===== config.mk =====
export PLATFORM = sky130hd
export DESIGN_NAME = alu_seq_flat
export DESIGN_NICKNAME = d
export VERILOG_FILES = /design/src/rtl/alu_pkg.sv /design/src/rtl/alu_seq_if.sv /design/src/rtl/alu_divider.sv /design/src/rtl/alu_seq.sv /design/src/flat_wrapper.sv
export SDC_FILE = /design/constraint.sdc
export NUM_CORES = 2
export LEC_CHECK = 0
export CELL_PAD_IN_SITES_DETAIL_PLACEMENT = 1
export CELL_PAD_IN_SITES_GLOBAL_PLACEMENT = 1
export CORE_AREA = 2 2 242 244
export DETAILED_ROUTE_END_ITERATION = 7
export DIE_AREA = 0 0 244 246
export GPL_ROUTABILITY_DRIVEN = 1
export PLACE_DENSITY = 0.95
export SYNTH_ARGS = -nofsm -noshare
export SYNTH_HDL_FRONTEND = slang
export SYNTH_SLANG_ARGS = --single-unit

===== constraint.sdc =====
create_clock -name clk -period 11.5 [get_ports clk]
set_clock_uncertainty 0.15 [all_clocks]
set_input_delay 1.15 -clock clk [delete_from_list [all_inputs] [get_ports clk]]
set_output_delay 1.15 -clock clk [all_outputs]
set_load 0.01 [all_outputs]

===== src/rtl/alu_pkg.sv =====
// Shared op-code and state definitions for the sequential ALU and the CPU decoder.
package alu_pkg;

    localparam logic [4:0] OP_ADD   = 5'd0;
    localparam logic [4:0] OP_ADC   = 5'd1;
    localparam logic [4:0] OP_SUB   = 5'd2;
    localparam logic [4:0] OP_SBC   = 5'd3;
    localparam logic [4:0] OP_OR    = 5'd4;
    localparam logic [4:0] OP_AND   = 5'd5;
    localparam logic [4:0] OP_NOT   = 5'd6;
    localparam logic [4:0] OP_XOR   = 5'd7;
    localparam logic [4:0] OP_CMP   = 5'd8;
    localparam logic [4:0] OP_PASS  = 5'd9;
    localparam logic [4:0] OP_SHL   = 5'd12;
    localparam logic [4:0] OP_SHR   = 5'd13;
    localparam logic [4:0] OP_MUL16 = 5'd16;
    localparam logic [4:0] OP_MULLO = 5'd17;
    localparam logic [4:0] OP_MULHI = 5'd18;
    localparam logic [4:0] OP_DIVU  = 5'd20;
    localparam logic [4:0] OP_REMU  = 5'd21;
    localparam logic [4:0] OP_DIVS  = 5'd22;
    localparam logic [4:0] OP_REMS  = 5'd23;

    typedef enum logic [1:0] {IDLE, MUL, DIV, FIX} state_e;

    function automatic logic is_mul_op(logic [4:0] op);
        return (op == OP_MUL16) || (op == OP_MULLO) || (op == OP_MULHI);
    endfunction

    // Ops 20..23 share the prefix 3'b101.
    function automatic logic is_div_op(logic [4:0] op);
        return op[4:2] == 3'b101;
    endfunction

endpackage


===== src/rtl/alu_seq_if.sv =====
// Request/response bundle between the register-read stage and the sequential ALU.
interface alu_seq_if #(
    parameter int WIDTH = 32
);
    logic             start;
    logic [7:0]       op;
    logic [WIDTH-1:0] a;
    logic [WIDTH-1:0] b;
    logic             carry_in;
    logic             ready;
    logic             valid;
    logic [WIDTH-1:0] c;
    logic             carry_out;
    logic             is_zero;
    logic             is_negative;
    logic             div_zero;

    modport master (
        output start, op, a, b, carry_in,
        input  ready, valid, c, carry_out, is_zero, is_negative, div_zero
    );

    modport slave (
        input  start, op, a, b, carry_in,
        output ready, valid, c, carry_out, is_zero, is_negative, div_zero
    );
endinterface


===== src/rtl/alu_divider.sv =====
// Iterative restoring divider: WIDTH DIV iterations on magnitudes, then one FIX cycle
// applying the signs. quotient/remainder/div_zero are meaningful while done is high.
module alu_divider import alu_pkg::*; #(
    parameter int WIDTH = 32,
    parameter int SHW   = $clog2(WIDTH)
) (
    input  logic             clk,
    input  logic             reset,
    input  logic             load,
    input  logic             signed_op,
    input  logic [WIDTH-1:0] a,
    input  logic [WIDTH-1:0] b,
    output logic [WIDTH-1:0] quotient,
    output logic [WIDTH-1:0] remainder,
    output logic             done,
    output logic             div_zero
);
    localparam int unsigned    LastIter = WIDTH - 1;
    localparam logic [SHW:0]   CntLast  = LastIter[SHW:0];
    localparam logic [SHW:0]   CntStep  = {{SHW{1'b0}}, 1'b1};

    state_e           state_q, state_d;
    logic [SHW:0]     cnt_q, cnt_d;
    logic [WIDTH-1:0] q_q, q_d;     // dividend shifting out, quotient shifting in
    logic [WIDTH-1:0] r_q, r_d;     // partial remainder, always < divisor (or 0 divisor)
    logic [WIDTH-1:0] d_q, d_d;
    logic             negq_q, negq_d, negr_q, negr_d, dz_q, dz_d;

    logic [WIDTH:0]   shifted, rem_sub;
    logic             sa, sb, unused_sub;

    assign shifted    = {r_q, q_q[WIDTH-1]};
    assign rem_sub    = shifted - {1'b0, d_q};
    assign unused_sub = rem_sub[WIDTH];
    assign sa         = signed_op & a[WIDTH-1];
    assign sb         = signed_op & b[WIDTH-1];

    // Next state: load magnitudes, one restoring step per DIV cycle, FIX returns to IDLE.
    always_comb begin
        state_d = state_q;
        cnt_d   = cnt_q;
        q_d     = q_q;
        r_d     = r_q;
        d_d     = d_q;
        negq_d  = negq_q;
        negr_d  = negr_q;
        dz_d    = dz_q;
        if (load) begin
            q_d     = sa ? -a : a;
            d_d     = sb ? -b : b;
            r_d     = '0;
            negq_d  = sa ^ sb;
            negr_d  = sa;
            dz_d    = (b == '0);
            cnt_d   = '0;
            state_d = DIV;
        end else begin
            case (state_q)
                DIV: begin
                    if (shifted >= {1'b0, d_q}) begin
                        r_d = rem_sub[WIDTH-1:0];
                        q_d = {q_q[WIDTH-2:0], 1'b1};
                    end else begin
                        r_d = shifted[WIDTH-1:0];
                        q_d = {q_q[WIDTH-2:0], 1'b0};
                    end
                    cnt_d = cnt_q + CntStep;
                    if (cnt_q == CntLast) state_d = FIX;
                end
                FIX:     state_d = IDLE;
                default: state_d = state_q;
            endcase
        end
    end

    // Divider state register.
    always_ff @(posedge clk or posedge reset) begin
        if (reset) begin
            state_q <= IDLE;
            cnt_q   <= '0;
            q_q     <= '0;
            r_q     <= '0;
            d_q     <= '0;
            negq_q  <= 1'b0;
            negr_q  <= 1'b0;
            dz_q    <= 1'b0;
        end else begin
            state_q <= state_d;
            cnt_q   <= cnt_d;
            q_q     <= q_d;
            r_q     <= r_d;
            d_q     <= d_d;
            negq_q  <= negq_d;
            negr_q  <= negr_d;
            dz_q    <= dz_d;
        end
    end

    // Sign fix-up. Zero divisor yields an all-ones quotient and remainder == dividend;
    // MIN / -1 falls out naturally as quotient MIN, remainder 0.
    always_comb begin
        quotient  = dz_q ? '1 : (negq_q ? -q_q : q_q);
        remainder = negr_q ? -r_q : r_q;
        done      = (state_q == FIX);
        div_zero  = dz_q;
    end

endmodule


===== src/rtl/alu_seq.sv =====
// Sequential ALU: registered single-cycle ops, shift-add multiplier, and the divider
// sub-module, behind a start/ready/valid handshake.
module alu_seq import alu_pkg::*; #(
    parameter int WIDTH = 32,
    parameter int SHW   = $clog2(WIDTH)
) (
    input  logic     clk,
    input  logic     reset,
    alu_seq_if.slave bus
);
    localparam int               HALF     = WIDTH / 2;
    localparam int unsigned      LastIter = WIDTH - 1;
    localparam logic [SHW:0]     CntLast  = LastIter[SHW:0];
    localparam logic [SHW:0]     CntStep  = {{SHW{1'b0}}, 1'b1};
    localparam logic [WIDTH-1:0] WidthVec = WIDTH'(WIDTH);

    state_e           state_q, state_d;
    logic [SHW:0]     cnt_q, cnt_d;
    logic [4:0]       op_q, op_d;
    logic [WIDTH-1:0] ma_q, ma_d, mhi_q, mhi_d, mlo_q, mlo_d;
    logic [WIDTH-1:0] c_q, c_d;
    logic             carry_q, carry_d, valid_q, valid_d, dz_q, dz_d;

    logic [4:0]       op5;
    logic             unused_op, accept, div_load, div_done, div_dz;
    logic [WIDTH:0]   ax, bx, cx, diff, alu_res, msum;
    logic [WIDTH-1:0] shl_res, shr_res, mhi_n, mlo_n, div_quo, div_rem;

    assign op5       = bus.op[4:0];
    assign unused_op = ^bus.op[7:5];
    assign accept    = bus.start && (state_q == IDLE);
    assign div_load  = accept && is_div_op(op5);
    assign ax        = {1'b0, bus.a};
    assign bx        = {1'b0, bus.b};
    assign cx        = {{WIDTH{1'b0}}, bus.carry_in};
    assign diff      = ax - bx;

    // One shift-add step: add multiplicand when the multiplier LSB is set, shift right.
    assign msum  = {1'b0, mhi_q} + (mlo_q[0] ? {1'b0, ma_q} : '0);
    assign mhi_n = msum[WIDTH:1];
    assign mlo_n = {msum[0], mlo_q[WIDTH-1:1]};

    alu_divider #(
        .WIDTH (WIDTH),
        .SHW   (SHW)
    ) u_div (
        .clk       (clk),
        .reset     (reset),
        .load      (div_load),
        .signed_op (bus.op[1]),
        .a         (bus.a),
        .b         (bus.b),
        .quotient  (div_quo),
        .remainder (div_rem),
        .done      (div_done),
        .div_zero  (div_dz)
    );

    // Barrel shifts; amounts of WIDTH or more give zero.
    always_comb begin
        shl_res = (bus.b >= WidthVec) ? '0 : bus.a << bus.b[SHW-1:0];
        shr_res = (bus.b >= WidthVec) ? '0 : bus.a >> bus.b[SHW-1:0];
    end

    // Single-cycle results at WIDTH+1 bits; bit WIDTH becomes carry_out.
    always_comb begin
        alu_res = '0;
        case (op5)
            OP_ADD:  alu_res = ax + bx;
            OP_ADC:  alu_res = ax + bx + cx;
            OP_SUB:  alu_res = diff;
            OP_SBC:  alu_res = ax - bx - cx;
            OP_OR:   alu_res = {1'b0, bus.a | bus.b};
            OP_AND:  alu_res = {1'b0, bus.a & bus.b};
            OP_NOT:  alu_res = {1'b0, ~bus.a};
            OP_XOR:  alu_res = {1'b0, bus.a ^ bus.b};
            OP_CMP: begin
                if (diff[WIDTH-1])      alu_res = '1;
                else if (bus.a == bus.b) alu_res = '0;
                else                    alu_res = {{WIDTH{1'b0}}, 1'b1};
            end
            OP_PASS: alu_res = ax;
            OP_SHL:  alu_res = {1'b0, shl_res};
            OP_SHR:  alu_res = {1'b0, shr_res};
            default: alu_res = '0;
        endcase
    end

    // Handshake FSM and result capture.
    always_comb begin
        state_d = state_q;
        cnt_d   = cnt_q;
        op_d    = op_q;
        ma_d    = ma_q;
        mhi_d   = mhi_q;
        mlo_d   = mlo_q;
        c_d     = c_q;
        carry_d = carry_q;
        valid_d = 1'b0;
        dz_d    = dz_q;
        case (state_q)
            IDLE: begin
                if (accept) begin
                    op_d = op5;
                    if (is_mul_op(op5)) begin
                        dz_d    = 1'b0;
                        ma_d    = (op5 == OP_MUL16) ? {{HALF{1'b0}}, bus.a[HALF-1:0]} : bus.a;
                        mlo_d   = (op5 == OP_MUL16) ? {{HALF{1'b0}}, bus.b[HALF-1:0]} : bus.b;
                        mhi_d   = '0;
                        cnt_d   = '0;
                        state_d = MUL;
                    end else if (is_div_op(op5)) begin
                        state_d = DIV;
                    end else begin
                        dz_d    = 1'b0;
                        c_d     = alu_res[WIDTH-1:0];
                        carry_d = alu_res[WIDTH];
                        valid_d = 1'b1;
                    end
                end
            end
            MUL: begin
                mhi_d = mhi_n;
                mlo_d = mlo_n;
                cnt_d = cnt_q + CntStep;
                if (cnt_q == CntLast) begin
                    c_d     = (op_q == OP_MULHI) ? mhi_n : mlo_n;
                    carry_d = 1'b0;
                    valid_d = 1'b1;
                    state_d = IDLE;
                end
            end
            DIV: begin
                if (div_done) begin
                    // Odd codes (remu/rems) select the remainder.
                    c_d     = op_q[0] ? div_rem : div_quo;
                    carry_d = 1'b0;
                    dz_d    = div_dz;
                    valid_d = 1'b1;
                    state_d = IDLE;
                end
            end
            default: state_d = IDLE;
        endcase
    end

    // State and result registers.
    always_ff @(posedge clk or posedge reset) begin
        if (reset) begin
            state_q <= IDLE;
            cnt_q   <= '0;
            op_q    <= '0;
            ma_q    <= '0;
            mhi_q   <= '0;
            mlo_q   <= '0;
            c_q     <= '0;
            carry_q <= 1'b0;
            valid_q <= 1'b0;
            dz_q    <= 1'b0;
        end else begin
            state_q <= state_d;
            cnt_q   <= cnt_d;
            op_q    <= op_d;
            ma_q    <= ma_d;
            mhi_q   <= mhi_d;
            mlo_q   <= mlo_d;
            c_q     <= c_d;
            carry_q <= carry_d;
            valid_q <= valid_d;
            dz_q    <= dz_d;
        end
    end

    assign bus.ready       = (state_q == IDLE);
    assign bus.valid       = valid_q;
    assign bus.c           = c_q;
    assign bus.carry_out   = carry_q;
    assign bus.is_zero     = (c_q == '0);
    assign bus.is_negative = c_q[WIDTH-1];
    assign bus.div_zero    = dz_q;

endmodule


===== src/flat_wrapper.sv =====
// flat-port wrapper written by rule: the top's interface ports become plain ports
module alu_seq_flat import alu_pkg::*;
#(
    parameter int WIDTH = 32,
    parameter int SHW   = $clog2(WIDTH)
)
  (clk, reset, bus_start, bus_op, bus_a, bus_b, bus_carry_in, bus_ready, bus_valid, bus_c, bus_carry_out, bus_is_zero, bus_is_negative, bus_div_zero);
  alu_seq_if #(.WIDTH(WIDTH)) bus_i ();
  input  logic clk;
  input  logic reset;
  input wire logic [$bits(bus_i.start)-1:0] bus_start;
  input wire logic [$bits(bus_i.op)-1:0] bus_op;
  input wire logic [$bits(bus_i.a)-1:0] bus_a;
  input wire logic [$bits(bus_i.b)-1:0] bus_b;
  input wire logic [$bits(bus_i.carry_in)-1:0] bus_carry_in;
  output wire logic [$bits(bus_i.ready)-1:0] bus_ready;
  output wire logic [$bits(bus_i.valid)-1:0] bus_valid;
  output wire logic [$bits(bus_i.c)-1:0] bus_c;
  output wire logic [$bits(bus_i.carry_out)-1:0] bus_carry_out;
  output wire logic [$bits(bus_i.is_zero)-1:0] bus_is_zero;
  output wire logic [$bits(bus_i.is_negative)-1:0] bus_is_negative;
  output wire logic [$bits(bus_i.div_zero)-1:0] bus_div_zero;
  assign bus_i.start = bus_start;
  assign bus_i.op = bus_op;
  assign bus_i.a = bus_a;
  assign bus_i.b = bus_b;
  assign bus_i.carry_in = bus_carry_in;
  assign bus_ready = bus_i.ready;
  assign bus_valid = bus_i.valid;
  assign bus_c = bus_i.c;
  assign bus_carry_out = bus_i.carry_out;
  assign bus_is_zero = bus_i.is_zero;
  assign bus_is_negative = bus_i.is_negative;
  assign bus_div_zero = bus_i.div_zero;
  alu_seq #(.WIDTH(WIDTH), .SHW(SHW)) u_core (.clk(clk), .reset(reset), .bus(bus_i));
endmodule

== After elaboration in Yosys (flattened, before gate mapping) ==
Index checks and enable logic that the tools add are counted.
Widths: inputs -> output; s select.

* Bits in registers: 251
* Latch bits: 0
* RAM bits: 0
* Bits in read-only memories: 0
* Input port bits: 76
* Output and inout bits: 38
* Logic and storage cells: 157
* Memories kept: 0

* Add/subtract/negate cells: 12
* Multipliers: 0
* Divide/modulo/power cells: 0
* $lt $le $gt $ge: 2
* Equal/unequal tests: 32
* Shifts and indexed selects: 2
* Multiplexer cells: 64
* Bitwise gates (word level): 7
* Reductions and logical operators: 20

{| class="wikitable"
|+ Operator list
! cell !! count
|-
| $mux 32 || 26
|-
| $pmux 33 s12 || 1
|-
| $neg 32->32 || 4
|-
| $pmux 32 s2 || 2
|-
| $pmux 32 s3 || 1
|-
| $logic_not 32->1 || 2
|-
| $add 32x32->33 || 1
|-
| $add 32x33->33 || 1
|-
| $add 33x1->33 || 1
|-
| $ge 33x32->1 || 1
|-
| $mux 33 || 1
|-
| $sub 32x32->33 || 1
|-
| $sub 33x1->33 || 1
|-
| $and 32x32->32 || 1
|-
| $eq 32x32->1 || 1
|-
| $ge 32x6->1 const B || 1
|-
| $not 32->32 || 1
|-
| $or 32x32->32 || 1
|-
| $shl 32x5->32 || 1
|-
| $shr 32x5->32 || 1
|-
| $sub 32x32->32 || 1
|-
| $xor 32x32->32 || 1
|-
| $mux 6 || 4
|-
| $eq 5x3->1 const B || 4
|-
| other kinds (33) || 79
|}

== Longest topological paths before layout ==
* Depth after elaboration: 8
* Depth in mapped cells: 18

== Cells and area by module ==
A second synthesis with hierarchy kept.

* Cell total of the unflattened synthesis: 3820
* Area total of the unflattened synthesis: 29418.2 um^2

{| class="wikitable"
|+ Modules (own cells, without submodules)
! module !! times used !! cells each !! area an instance (um^2)
|-
| alu_seq || 1 || 2670 || 20355.8
|-
| alu_divider || 1 || 1150 || 9062.4
|}

== Worst setup path before layout ==
No wires, ideal clock.

* Path kind: in2reg
* From: input port bus_b[1]
* To: register u_core.c_q[25], in the netlist u_core.bus.c[25]
* Data arrival time: 5905 ps
* Slack: 5319 ps
* Stages: 16
* Path buffers: 3
* Cells stage by stage: clkbuf_1 clkbuf_1 clkbuf_1 inv_1 fa_1 nor2b_4 o311a_1 o31a_1 or4b_4 a2111oi_4 nand4_2 nor4_4 nand3_2 nor3_1 xor2_1 a311o_1

* Word-level cells in the longest chain between the ends: 7
* Elaborated cells on any way between the ends: 15
* Classes of those cells: add/sub (4); order compare (1); shift (2); mux (8)

{| class="wikitable"
|+ Ends and longest elaborated chain
! item !! line !! source
|-
| start, declared || flat_wrapper.sv:14 || <nowiki>input wire logic [$bits(bus_i.b)-1:0] bus_b;</nowiki>
|-
| $sub 32x32->33 (tied with other cells) || alu_seq.sv:36, alu_seq.sv:72 ||
|-
| $sub 33x1->33 (tied with other cells) || alu_seq.sv:72 || <nowiki>OP_SBC: alu_res = ax - bx - cx;</nowiki>
|-
| $pmux 33 s12 (*) || alu_seq.sv:68 || <nowiki>case (op5)</nowiki>
|-
| $mux 32 (*) || alu_seq.sv:112 || <nowiki>end else if (is_div_op(op5)) begin</nowiki>
|-
| $mux 32 (*) || alu_seq.sv:105 || <nowiki>if (is_mul_op(op5)) begin</nowiki>
|-
| $mux 32 (*) || alu_seq.sv:103 || <nowiki>if (accept) begin</nowiki>
|-
| $pmux 32 s3 (*) || alu_seq.sv:101 || <nowiki>case (state_q)</nowiki>
|-
| end signal, assigned || alu_seq.sv:156 || <nowiki>c_q <= '0;</nowiki>
|-
| end signal, assigned || alu_seq.sv:167 || <nowiki>c_q <= c_d;</nowiki>
|-
| end, declared || alu_seq.sv:21 || <nowiki>logic [WIDTH-1:0] c_q, c_d;</nowiki>
|}

Mark *: on every way between the ends. The rest lies on a longest branch, timed or not. The select of a mux whose other input is x is not followed.
A chain may end at the register's enable or synchronous reset.

== Final worst setup path ==
* From: input port bus_a[4]
* To: register u_core.c_q[18], in the netlist u_core.bus.c[18]

* Word-level cells in the longest chain between the ends: 7
* Elaborated cells on any way between the ends: 14
* Classes of those cells: add/sub (4); shift (2); mux (8)

{| class="wikitable"
|+ Ends and longest elaborated chain
! item !! line !! source
|-
| start, declared || flat_wrapper.sv:13 || <nowiki>input wire logic [$bits(bus_i.a)-1:0] bus_a;</nowiki>
|-
| $sub 32x32->33 (tied with other cells) || alu_seq.sv:36, alu_seq.sv:72 ||
|-
| $sub 33x1->33 (tied with other cells) || alu_seq.sv:72 ||
|-
| $pmux 33 s12 (*) || alu_seq.sv:68 ||
|-
| $mux 32 (*) || alu_seq.sv:112 ||
|-
| $mux 32 (*) || alu_seq.sv:105 ||
|-
| $mux 32 (*) || alu_seq.sv:103 ||
|-
| $pmux 32 s3 (*) || alu_seq.sv:101 ||
|}

Marks and branches as above.

==> flow_summary_export.csv <==
group,metric,value,unit
critical_path,crit_fanout,15,
route,wl_per_cell,30.9,µm
clocking,ctsResizeCount,0,
synth,synth_cell_types,91,
timing,hold_viol,0,
route,via_per_inst,7.37,
route,first_pass_iters,7,
layout,final_common_cell,"nand2_1",
route,ant_nets,0,
die,initial_core_util,50.6,%
route,vias,34000,
synth,netlist_area,29000,µm²
global_route,grt_pass1_wl,212000,µm
synth,seq_area_frac_synth,21.6,%
global_route,antenna_found_initial,13,
worst_hold_path,worstHoldStart,"u_core.ma_q[19]$_DFFE_PP0P_",
power_and_ir_drop,ir_worst_vdd,0.200,mV
global_route,grt_util_all_layers,46.2,%
critical_path,worst_ep_required_time,11.76,ns
critical_path,crit_chain,"clkdlybuf4s50_1 > inv_1 > ha_1 > nand3_1 > o2111ai_1 > a21oi_1 > o21ai_0 > xnor2_1 > nand4_1 > nor3_2 > xor2_1 > o32ai_1 > o31ai_1 > o211ai_1",
timing,slew_violations,1,
route,wirelength,142000,µm
global_route,grt_start_max_net_pins,105,
place,place.port_buffers,110,
die,fp.dieH,246,µm
worst_hold_path,whs_path_depth,2,
power_and_ir_drop,p_seq_share,25.2,%
critical_path,critPathBufInv,2,
synth,synth_nets,4134,
die,core_area,57400,µm²
clocking,htree_levels,1,
timing,rsz0062_at_grt,"no",
timing,worstMarginPinSlew,1.59,ns
timing,slew_headroom,-5.81,%
place,dp_hpwl,103000,µm
power_and_ir_drop,power_frac_comb,61.1,%
clocking,cts_buffers,26,
clocking,post_cts_buffers,0,
layout,area_delta_synth_final,9.00,%
synth,synth-edff-count,0,
critical_path,critical_path.top_delay_family,"compound AO/OA/AOI/OAI gates",
critical_path,r2r_end,"u_core.bus.c[20]$_DFFE_PP0P_",
flow_run,drv_cap,0,
timing,min_period_over_period,59.5,%
critical_path,path_class,"primary input to register",
outcome,status,"finished, violations left",
synth,ys_async_sr_fraction,100,%
layout,fin_cells,4617,
route,drt-initial-drc-count,4828,
power_and_ir_drop,power_leakage,12.8,nW
synth,yosys_warnings,0,
power_and_ir_drop,p_total,6.93,mW
critical_path,ff2ff_setup_slack,5.97,ns
synth,ys_ff_latch,251,
layout,nets,4081,
power_and_ir_drop,swShare,52.4,%
die,die_area,60000,µm²
timing,setup-violations-final,0,
timing,fin_setup_tns,0,ns
power_and_ir_drop,p_per_area,219,nW/µm²
synth,syn_avg_cell_area,7.49,µm²
die,rows,88,
global_route,grt-ovfl-total,0,
critical_path,arrival,7.11,ns
critical_path,crit_path_top_delay_cell,"clkdlybuf4s50_1",
clocking,cts_buffer_depth,3,
synth,synth-main-ff-cell,"dfrtp_1",
clocking,cts.sinks,251,
clocking,clk_latency,0.58,ns
power_and_ir_drop,p_int,3.30,mW
place,dp.cells,4557,
timing,fmax,0.146,GHz
critical_path,cp-start-kind,"primary input",
place,place.gp.congestion,1.07,
clocking,hold_buffers,0,
worst_hold_path,hold_path_end,"u_core.ma_q[19]$_DFFE_PP0P_",
layout,fin_area,31600,µm²
timing,fin_crit,6.85,ns
place,place_area,30700,µm²
critical_path,endpoint_kind,"register",
critical_path,reg2reg_depth,13,
power_and_ir_drop,p_sw,3.63,mW
synth,synthCells,3874,
critical_path,max_stage_delay,0.87,ns
route,drc_errors,0,
layout,final_cell_mix,"479 x nand2_1, 385 x nor2_1, 277 x o21ai_0, 255 x a21oi_1, 251 x dfrtp_1",
layout,drive_above_1_share,6.64,%
clocking,clkTransAtPathRegs,0.07,ns
power_and_ir_drop,clockPowerShare,13.7,%
worst_hold_path,hp-class,"register to register",
die,io_pins,114,
critical_path,rr_startpoint,"u_core.mlo_q[0]$_DFFE_PP0P_",
global_route,grt_pass1_vias,33400,
clocking,cts_tree,"done",
outcome,violations,"max-slew violations",
die,chipWidth,244,µm
clocking,cts_root_buf,"clkbuf_16",
==> cell families after synthesis <==
kind of cell	count (synthesis)	synth area share, %
and+or+nand+nor	1430	23.1
AOI/OAI and AO/OA	1177	27.0
buffers and inverters	444	5.82
xor gates and xnor gates	277	8.36
DFF	251	21.6
adders and majority gates	184	8.04
muxes	111	6.07
==> per-layer routing <==
layer | vias up | GRT usage (%) | routed length (µm)
met5 | - | 0 | 56
met3 | 764 | 13.6 | 19100
li1 | 14100 | - | -
met4 | 8 | 37.1 | 13900
met1 | 16600 | 56.3 | 50300
met2 | 2627 | 68.1 | 59100
==> metrics by stage <==
step / utilization (%) / hold WS [ns] / setup WS, ns
6_report: 55.1 / 0.314 / 4.65
5_1_grt: 55.1 / 0.329 / 4.49
3_5_place_dp: 53.5 / 0.299 / 4.44
3_3_place_gp: 53.5 / 0.293 / 4.59
2_1_floorplan: - / 0.280 / 3.30
4_1_cts: 55.1 / 0.314 / 5.00
==> worst register-to-register path, delay by kind of cell (launching register included) <==
kind            cells  cell delay (ns)
compound gates      8             2.62
xor+xnor            1             0.55
fa+ha+maj           1             0.29
simple gates        3             0.63
flops               1             1.13
==> cells in the mapped netlist (all sizes together), types with 106 or more instances <==
library cell    n  share of area (%)
clkbuf        230                3.0
a21oi         255                4.4
xor2          106                3.2
nor3          110                1.9
ha            180                7.8
nor2          390                5.0
dfrtp         251                 22
o21ai         281                4.8
inv           170                2.2
nand3         106                1.9
nand2         479                6.2
xnor2         171                5.2
==> area by class of cell <==
class,count,area (µm²)
Tap cell,765,957
Timing Repair Buffer,189,1670
Fill cell,7146,25700
Clock inverter,19,229
Inverter,174,661
Sequential cell,251,6280
Clock buffer,28,689
Antenna cell,12,30.0
Multi-Input combinational cell,3179,21100
==> worst max-delay path by stage <==
stage,depth (start not counted),from,to,slack [ns]
floorplan,1,reset,u_core.bus.c[0]$_DFFE_PP0P_,3.30
global placement,14,bus_a[4],u_core.bus.c[18]$_DFFE_PP0P_,4.59
detailed placement,14,bus_a[4],u_core.bus.c[18]$_DFFE_PP0P_,4.44
CTS,14,bus_a[4],u_core.bus.c[18]$_DFFE_PP0P_,5.00
global route,14,bus_a[4],u_core.bus.c[18]$_DFFE_PP0P_,4.49
finish,14,bus_a[4],u_core.bus.c[18]$_DFFE_PP0P_,4.65
==> state kept, by name, summed over array words and instances, names as in the netlist <==
register / cells
u_core.bus.c: 32
u_core.ma_q: 32
u_core.mhi_q: 32
u_core.mlo_q: 32
u_core.u_div.d_q: 32
u_core.u_div.q_q: 32
u_core.u_div.r_q: 32
u_core.cnt_q: 6
u_core.u_div.cnt_q: 6
u_core.op_q: 5
u_core.state_q: 2
u_core.u_div.state_q: 2
u_core.bus.carry_out: 1
u_core.bus.div_zero: 1
u_core.bus.valid: 1
u_core.u_div.div_zero: 1
u_core.u_div.negq_q: 1
u_core.u_div.negr_q: 1
==> power by group through the flow <==
stage	logic (mW)	clock network (mW)	registers [mW]
5_1_grt	4.54	0.971	1.76
4_1_cts	4.06	0.940	1.70
3_5_place_dp	3.98	0	1.70
2_1_floorplan	2.83	0	1.53
6_report	4.24	0.946	1.74
3_3_place_gp	3.78	0	1.67
Note: power is estimated with default switching activity, not from simulation.
